**src/rtl/sme_frame_loader.sv**
```systemverilog
// sme_frame_loader: buffers tagged string/pattern frames and replays them to the matching engine.
// Optional WAIT timeout enabled by defining SME_LOADER_TIMEOUT_EN.
module sme_frame_loader #(
  parameter int STR_MAX = 32,
`ifdef SME_LOADER_TIMEOUT_EN
  parameter int TIMEOUT = 64,
`endif
  parameter int PAT_MAX = 8
)(
  input  logic       clk,
  input  logic       reset_n,
  input  logic [7:0] in_data,
  input  logic       in_kind,
  input  logic       in_last,
  input  logic       in_valid,
  output logic       in_ready,
  output logic [7:0] chardata,
  output logic       isstring,
  output logic       ispattern,
  input  logic       sme_valid,
  input  logic       sme_match,
  input  logic [4:0] sme_index,
  output logic       res_valid,
  output logic       res_match,
  output logic [4:0] res_index,
  output logic [3:0] res_seq,
  output logic       res_err
);
  localparam int LW = $clog2(STR_MAX + 1);
  localparam int AW = $clog2(STR_MAX);
  typedef enum logic [2:0] {IDLE, LOAD, SEND_STR, SEND_PAT, WAIT} state_t;
  state_t state;
  logic [7:0] mem [STR_MAX];
  logic [LW-1:0] len, idx, cap;
  logic [3:0] seq;
  logic kind, str_loaded, str_trunc, pat_trunc, hs, k, fits;
`ifdef SME_LOADER_TIMEOUT_EN
  localparam int TW = $clog2(TIMEOUT);
  logic [TW-1:0] tcnt;
`endif
  assign hs = in_valid & in_ready;
  assign k = state == IDLE ? in_kind : kind;
  assign cap = k ? LW'(PAT_MAX) : LW'(STR_MAX);
  assign fits = state == IDLE || len < cap;
  always_ff @(posedge clk)
    if (hs && fits) mem[state == IDLE ? '0 : len[AW-1:0]] <= in_data;
  always_ff @(posedge clk or negedge reset_n)
    if (!reset_n) begin
      state <= IDLE;
      in_ready <= 1'b0;
      chardata <= '0;
      isstring <= 1'b0;
      ispattern <= 1'b0;
      res_valid <= 1'b0;
      res_match <= 1'b0;
      res_index <= '0;
      res_seq <= '0;
      res_err <= 1'b0;
      len <= '0;
      idx <= '0;
      seq <= '0;
      kind <= 1'b0;
      str_loaded <= 1'b0;
      str_trunc <= 1'b0;
      pat_trunc <= 1'b0;
`ifdef SME_LOADER_TIMEOUT_EN
      tcnt <= '0;
`endif
    end else begin
      res_valid <= 1'b0;
      case (state)
        IDLE, LOAD: begin
          in_ready <= 1'b1;
          if (hs) begin
            state <= LOAD;
            if (state == IDLE) begin
              kind <= in_kind;
              len <= LW'(1);
              if (in_kind) pat_trunc <= 1'b0;
              else str_trunc <= 1'b0;
            end else if (fits) len <= len + 1'b1;
            else if (kind) pat_trunc <= 1'b1;
            else str_trunc <= 1'b1;
            // a pattern with no string behind it has nothing to match against
            if (in_last && k && !str_loaded) begin
              state <= IDLE;
              res_valid <= 1'b1;
              res_match <= 1'b0;
              res_index <= '0;
              res_err <= 1'b1;
              res_seq <= seq;
            end else if (in_last) begin
              state <= k ? SEND_PAT : SEND_STR;
              in_ready <= 1'b0;
              idx <= LW'(1);
              chardata <= state == IDLE ? in_data : mem[0];
              isstring <= !k;
              ispattern <= k;
            end
          end
        end
        SEND_STR, SEND_PAT: begin
          if (idx == len) begin
            isstring <= 1'b0;
            ispattern <= 1'b0;
            chardata <= '0;
            if (state == SEND_STR) begin
              state <= IDLE;
              in_ready <= 1'b1;
              str_loaded <= 1'b1;
              seq <= '0;
              res_seq <= '0;
            end else begin
              state <= WAIT;
`ifdef SME_LOADER_TIMEOUT_EN
              tcnt <= TW'(1);
`endif
            end
          end else begin
            chardata <= mem[idx[AW-1:0]];
            idx <= idx + 1'b1;
          end
        end
        WAIT: begin
          if (sme_valid) begin
            state <= IDLE;
            in_ready <= 1'b1;
            res_valid <= 1'b1;
            res_match <= sme_match;
            res_index <= sme_index;
            res_err <= str_trunc | pat_trunc;
            res_seq <= seq;
            seq <= seq + 4'd1;
          end
`ifdef SME_LOADER_TIMEOUT_EN
          else if (tcnt == TW'(TIMEOUT - 1)) begin
            state <= IDLE;
            in_ready <= 1'b1;
            res_valid <= 1'b1;
            res_match <= 1'b0;
            res_index <= '0;
            res_err <= 1'b1;
            res_seq <= seq;
            seq <= seq + 4'd1;
          end else tcnt <= tcnt + 1'b1;
`endif
        end
        default: state <= IDLE;
      endcase
    end
endmodule

```
**config.mk**
```make
export PLATFORM = sky130hd
export DESIGN_NAME = sme_frame_loader
export DESIGN_NICKNAME = d
export VERILOG_FILES = /design/src/rtl/sme_frame_loader.sv
export SDC_FILE = /design/constraint.sdc
export NUM_CORES = 1
export LEC_CHECK = 0
export BUFFER_PORTS_ARGS = -buffer_cell sky130_fd_sc_hd__buf_4
export CORE_ASPECT_RATIO = 0.75
export CORE_MARGIN = 2
export CORE_UTILIZATION = 42
export DETAILED_ROUTE_END_ITERATION = 8
export PLACE_DENSITY_LB_ADDON = 0.12
export REMOVE_ABC_BUFFERS = 1
export SETUP_SLACK_MARGIN = 0.1
export SLEW_MARGIN = 20
export SYNTH_ARGS = -nofsm -noshare
export SYNTH_HDL_FRONTEND = slang
export SYNTH_SLANG_ARGS = --single-unit
```
**constraint.sdc**
```tcl
create_clock -name clk -period 3.2 [get_ports clk]
set_clock_uncertainty 0.15 [all_clocks]
set_input_delay 0.64 -clock clk [delete_from_list [all_inputs] [get_ports clk]]
set_output_delay 0.64 -clock clk [all_outputs]
set_load 0.05 [all_outputs]
```
# After elaboration in Yosys (flattened, before gate mapping)
# Memories as Yosys holds them, arrays and structs flattened.
# Cells that the tools add are included.
[word_totals]
reg_bits = 46
ramBits = 256
input_bits = 20
out_inout_bits = 23
memories = 1
[op_classes]
n_addsub = 3
n_lt_le_gt_ge = 1
eq_ne = 17
n_mux = 74
n_bitwise = 2
reduce_logical = 28
[memory_table]
columns = ["memory", "words", "width", "read_ports", "rd_ports_with_merged_regs", "wr", "line", "rtl"]
rows = [
  ["mem", 32, 8, 2, 0, 1, "33", "logic [7:0] mem [STR_MAX];"],
]
[op_table]
columns = ["cell", "count"]
rows = [
  ["$mux W6", 7],
  ["$mux W8", 5],
  ["$mux W1", 34],
  ["$mux W4", 6],
  ["$mux W5", 4],
  ["$ne A2 B2 Y1 const B", 10],
  ["$reduce_and A5 Y1", 4],
  ["$pmux W8 S2", 1],
  ["$reduce_and A4 Y1", 4],
  ["$add A6 B1 Y6 const B", 2],
  ["$mux W3", 4],
  ["$pmux W4 S3", 1],
  ["$pmux W6 S2", 1],
  ["$pmux W1 S2", 5],
  ["$pmux W5 S2", 1],
  ["$reduce_bool A2 Y1", 5],
  ["$pmux W3 S3", 1],
  ["$reduce_and A3 Y1", 3],
  ["$pmux W4 S2", 1],
  ["$eq A3 B2 Y1 const B", 2],
  ["$eq A6 B6 Y1", 1],
  ["$lt A6 B6 Y1", 1],
  ["$reduce_and A6 Y1", 1],
  ["$add A4 B1 Y4 const B", 1],
  ["14 further kinds", 20],
]

# Logic depth before layout (Yosys ltp)
[depth]
depth_word = 8
mapped_depth = 9

# Least setup slack after synthesis
# No wires, ideal clock.
[synth_timing]
path_kind = "input port to flip-flop"
start = "in in_kind"
end = "mem mem[8][0] (enable)"
arrival_time_ps = 2777
path_slack_ps = -111
cell_stages = 8
path_buffers = 0
path_cell_list = "nor4b_2 nor2_1 inv_1 ha_1 a21oi_4 o21ai_2 or3_1 nor3_1"
[synth_via]
elab_chain_len = 7
[synth_rtl]
columns = ["element", "line", "rtl"]
rows = [
  ["start, declared", "13", "input logic in_kind,"],
  ["$mux W1", "n/a", ""],
  ["via k", "36", "logic kind, str_loaded, str_trunc, pat_trunc, hs, k, fits;"],
  ["$mux W6", "43", "assign cap = k ? LW'(PAT_MAX) : LW'(STR_MAX);"],
  ["$lt A6 B6 Y1", "44", "assign fits = state == IDLE || len < cap;"],
  ["$logic_or A1 B1 Y1", "44", ""],
  ["$logic_and A1 B1 Y1", "46", "if (hs && fits) mem[state == IDLE ? '0 : len[AW-1:0]] <= in_data;"],
  ["$mux W1 (2 in a row)", "46", ""],
  ["end, declared", "33", ""],
]
# The timed path passes the listed nets, and every way through them passes these cells.

# Worst setup path in the final report
[layout_timing]
start = "reg state[1]"
end = "mem mem[8][3] (enable)"
[layout_via]
elab_chain_len = 8
elab_cells_between_ends = 9
classes_between = "order compare (1); mux (5); reduce/logical (3)"
[layout_rtl]
columns = ["element", "line", "rtl"]
rows = [
  ["start, declared", "32", "state_t state;"],
  ["start signal, assigned", "93", "state <= k ? SEND_PAT : SEND_STR;"],
  ["$logic_not A3 Y1", "42", "assign k = state == IDLE ? in_kind : kind;"],
  ["$mux W1", "n/a", ""],
  ["via k", "36", ""],
  ["$mux W6", "43", ""],
  ["$lt A6 B6 Y1", "44", ""],
  ["$logic_or A1 B1 Y1", "44", ""],
  ["$logic_and A1 B1 Y1", "46", ""],
  ["$mux W1 (2 in a row)", "46", ""],
]
# The timed path passes the listed nets, and every way through them passes these cells.

==> results_dict.tcl <==
set metrics [dict create \
    run_status "finished clean" \
    path_clk_slew_ns 0.07 \
    seq_power_share_pct 38.9 \
    overflow 0 \
    ant_nets 0 \
    worstMarginPinSlew_ns 0.8004 \
    combPwrFrac_pct 33.6 \
    cp_max_fo 8 \
    syn_avg_cell_area_um2 17.58 \
    leakagePower_nw 5.037 \
    root_buffer "clkbuf_16" \
    cts_tree "built" \
    synthAdderAreaFrac_pct 0.4038 \
    path_cells "o31a_1 -> nor2_2 -> inv_1 -> ha_1 -> a21oi_4 -> o21ai_2 -> or3_4 -> nor3_1 -> buf_4" \
    hold_path_class "in2reg" \
    finalNetCount 828 \
    core_area_mm2 0.02905 \
    layout-drive-gt1-share_pct 28.38 \
    slowest_delay_ns 0.46 \
    synth_area_leader_cell "edfxtp_1" \
    dr.pass1.iters 6 \
    antennaDiodeCount 0 \
    synth_commonest_cells "edfxtp_1, mux4_2, dfrtp_1" \
    die_w_um 202.4 \
    multi_input_area_mm2 0.003322 \
    synth_edf_count 256 \
    grt_pass1_wl_mm 46.09 \
    wl_per_cell_um 25.48 \
    synth_xor_area_share_pct 0.8480 \
    clockBufferDepth 3 \
    critPathKind "reg2reg" \
    min_period_over_period_pct 92.03 \
    min_from "sme_valid" \
    cp_data_required_time_ns 3.33 \
    r2r_end "mem[8][3]" \
    numCtsBuffers 30 \
    irDropWorstVdd_uv 467.8 \
    r2r_start "state[1]" \
    row_count 54 \
    wl_met1_mm 14.72 \
    p_per_area_mw_per_mm2 897.2 \
    ys_seq_area_share_pct 71.31 \
    setup_viol 0 \
    antenna_found_initial 0 \
    finalWirelength_mm 31.09 \
    cap_violations 0 \
    synthCells 705 \
    pwr-share-clk_pct 27.5 \
    met2_length_mm 13.54 \
    slew_violations 0 \
    grt_pass1_vias 6926 \
    placed_area_mm2 0.01350 \
    dieHeight_um 152.8 \
    routed.top_layer "met4" \
    gp_congestion 0.8396 \
    relSlewSlack_pct 46.45 \
    fin_area_mm2 0.01453 \
    clkSinkCount 302 \
    detailed_place_hpwl_mm 20.43 \
    muxShareOfSynthArea_pct 14.47 \
    io_buffers 42 \
    cp_top_family "simple AND/OR/NAND/NOR gates" \
    htreeDepth 1 \
    fin_crit_ns 2.945 \
    fmax_mhz 339.6 \
    ioPinCount 43 \
    p_sw_w 0.004585 \
    reg2reg_slack_ns 0.25 \
    synth_top_area_share_pct 62.02 \
    grt_usage_pct 20.32 \
    finalHoldViolations 0 \
    synth_area_leaders "edfxtp_1, mux4_2, dfrtp_1" \
    dieArea_mm2 0.03091 \
    synth_most_common_cell "edfxtp_1" \
    first_iter_violations 819 \
    synth_top_family_by_area "multiplexers" \
    hold_ws_ns 0.1226 \
    start_util_pct 42.66 \
    wl_met3_mm 2.249 \
    critical_path.endpoint_type "flip-flop" \
    worstHoldPathCells 2 \
    area_growth_syn_to_layout_pct 17.26 \
    clock_latency_ns 0.58 \
    worstRegToRegCells 9 \
    vias 6954 \
    crit_buf_inv 2 \
    synthSimpleGateAreaFrac_pct 6.027 \
    fin_ws_ns 0.2550 \
    grt_max_degree 47 \
    async_flop_share_pct 15.23 \
    crit_arrival_ns 3.07 \
    drc 0 \
    holdPathEnd "state[2]" \
    ys_warn_count 0 \
    ys_ff_latch 302 \
    tns_ns 0 \
    ys_types 64 \
    synth-main-ff-cell "edfxtp_1" \
    synth_compound_area_share_pct 4.896 \
    place_ws_ns 0.06580 \
    p_int_w 0.008455 \
    regArea_mm2 0.008846 \
    cp_slowest_cell "dfrtp_2" \
    swShare_pct 35.16 \
    rsz0062_at_grt "false" \
    fillers 2419 \
    viasPerCell 5.700 \
    critPathLaunchType "flip-flop" \
    syn_area_mm2 0.01239 \
]
==> final cells by class <==
| type | instances | share of cell area, % |
|---|---|---|
| sequential | 302 | 60.86 |
| multi-input combinational | 355 | 22.86 |
| timing repair buffer | 103 | 5.682 |
| clock buffer | 33 | 5.389 |
| tap | 392 | 3.375 |
| clock inverter | 23 | 1.524 |
| inverter | 12 | 0.3099 |
==> worst max-delay path by stage <==
stage / endpoint / cells past startpoint / slack [ns] / start
floorplan: chardata[2] / 4 / -0.69 / idx[0]
global placement: mem[15][5] / 10 / 0.08 / in_kind
detailed placement: mem[15][1] / 10 / 0.07 / in_kind
CTS: mem[15][7] / 9 / 0.15 / state[1]
global route: mem[9][1] / 9 / 0.13 / state[1]
finish: mem[8][3] / 9 / 0.25 / state[1]
==> registers in the layout, summed over array words and instances (netlist names), 3 cells and up <==
register / count
len: 6
res_index: 5
state: 3
chardata: 8
seq: 4
res_seq: 4
mem: 256
idx: 6
==> stage by stage <==
stage	total power, W	cells	util (%)
after detailed placement	0.009503	1162	46.45
after floorplan	0.007858	669	-
after CTS	0.01310	1219	49.94
after global routing	0.01360	1220	50.03
after global placement	0.009446	1162	46.45
final	0.01304	1220	50.03
==> per-layer routing <==
metal / vias to the layer above / track usage (%)
li1: 3023 / -
met2: 279 / 29.35
met4: 0 / 4.380
met1: 3597 / 31.80
met3: 55 / 4.192
met5: - / 0
==> power groups by stage <==
stage               registers [W]  clock network [W]  logic [W]
global placement          0.00514                  0    0.00431
CTS                       0.00508            0.00365    0.00436
global route              0.00513            0.00382    0.00465
finish                    0.00508            0.00358    0.00438
floorplan                 0.00573                  0    0.00212
detailed placement        0.00516                  0    0.00434
==> layout by cell type, fill, tap and decap left out, drive strengths merged, types with 4 or more instances in the layout <==
master and count:
clkinv 13, nand2 34, mux2 7, clkbuf 33
o2111ai 5, o221ai 4, nand3 11, and3 6
xor2 6, o22ai 4, ha 4, nor2b 6
o21ai 20, dfrtp 46, inv 15, a21oi 11
mux4 57, buf 102, xnor2 6, nor2 45
clkinvlp 4, a22o 7, edfxtp 256, a211oi 7
nand3b 7, mux2i 43, nand4 6, nor3 14
==> what timing repair did <==
action                                  CTS  global route
endpoints found under the setup margin    0           169
buffers inserted                          0             1
resized for setup                         0             6
hold buffers                              1             0
endpoints found under the hold margin    46             0
==> cells by family (layout without fill, tap and decap cells) <==
| kind of cell | after synthesis | in the layout |
|---|---|---|
| muxes | 107 | 107 |
| DFF | 302 | 302 |
| xor gates and xnor gates | 12 | 12 |
| and+or+nand+nor | 148 | 148 |
| AOI/OAI and AO/OA | 84 | 84 |
| adders and majority gates | 4 | 4 |
| buffers and inverters | 48 | 171 |
(Power assumes the default switching activity.)
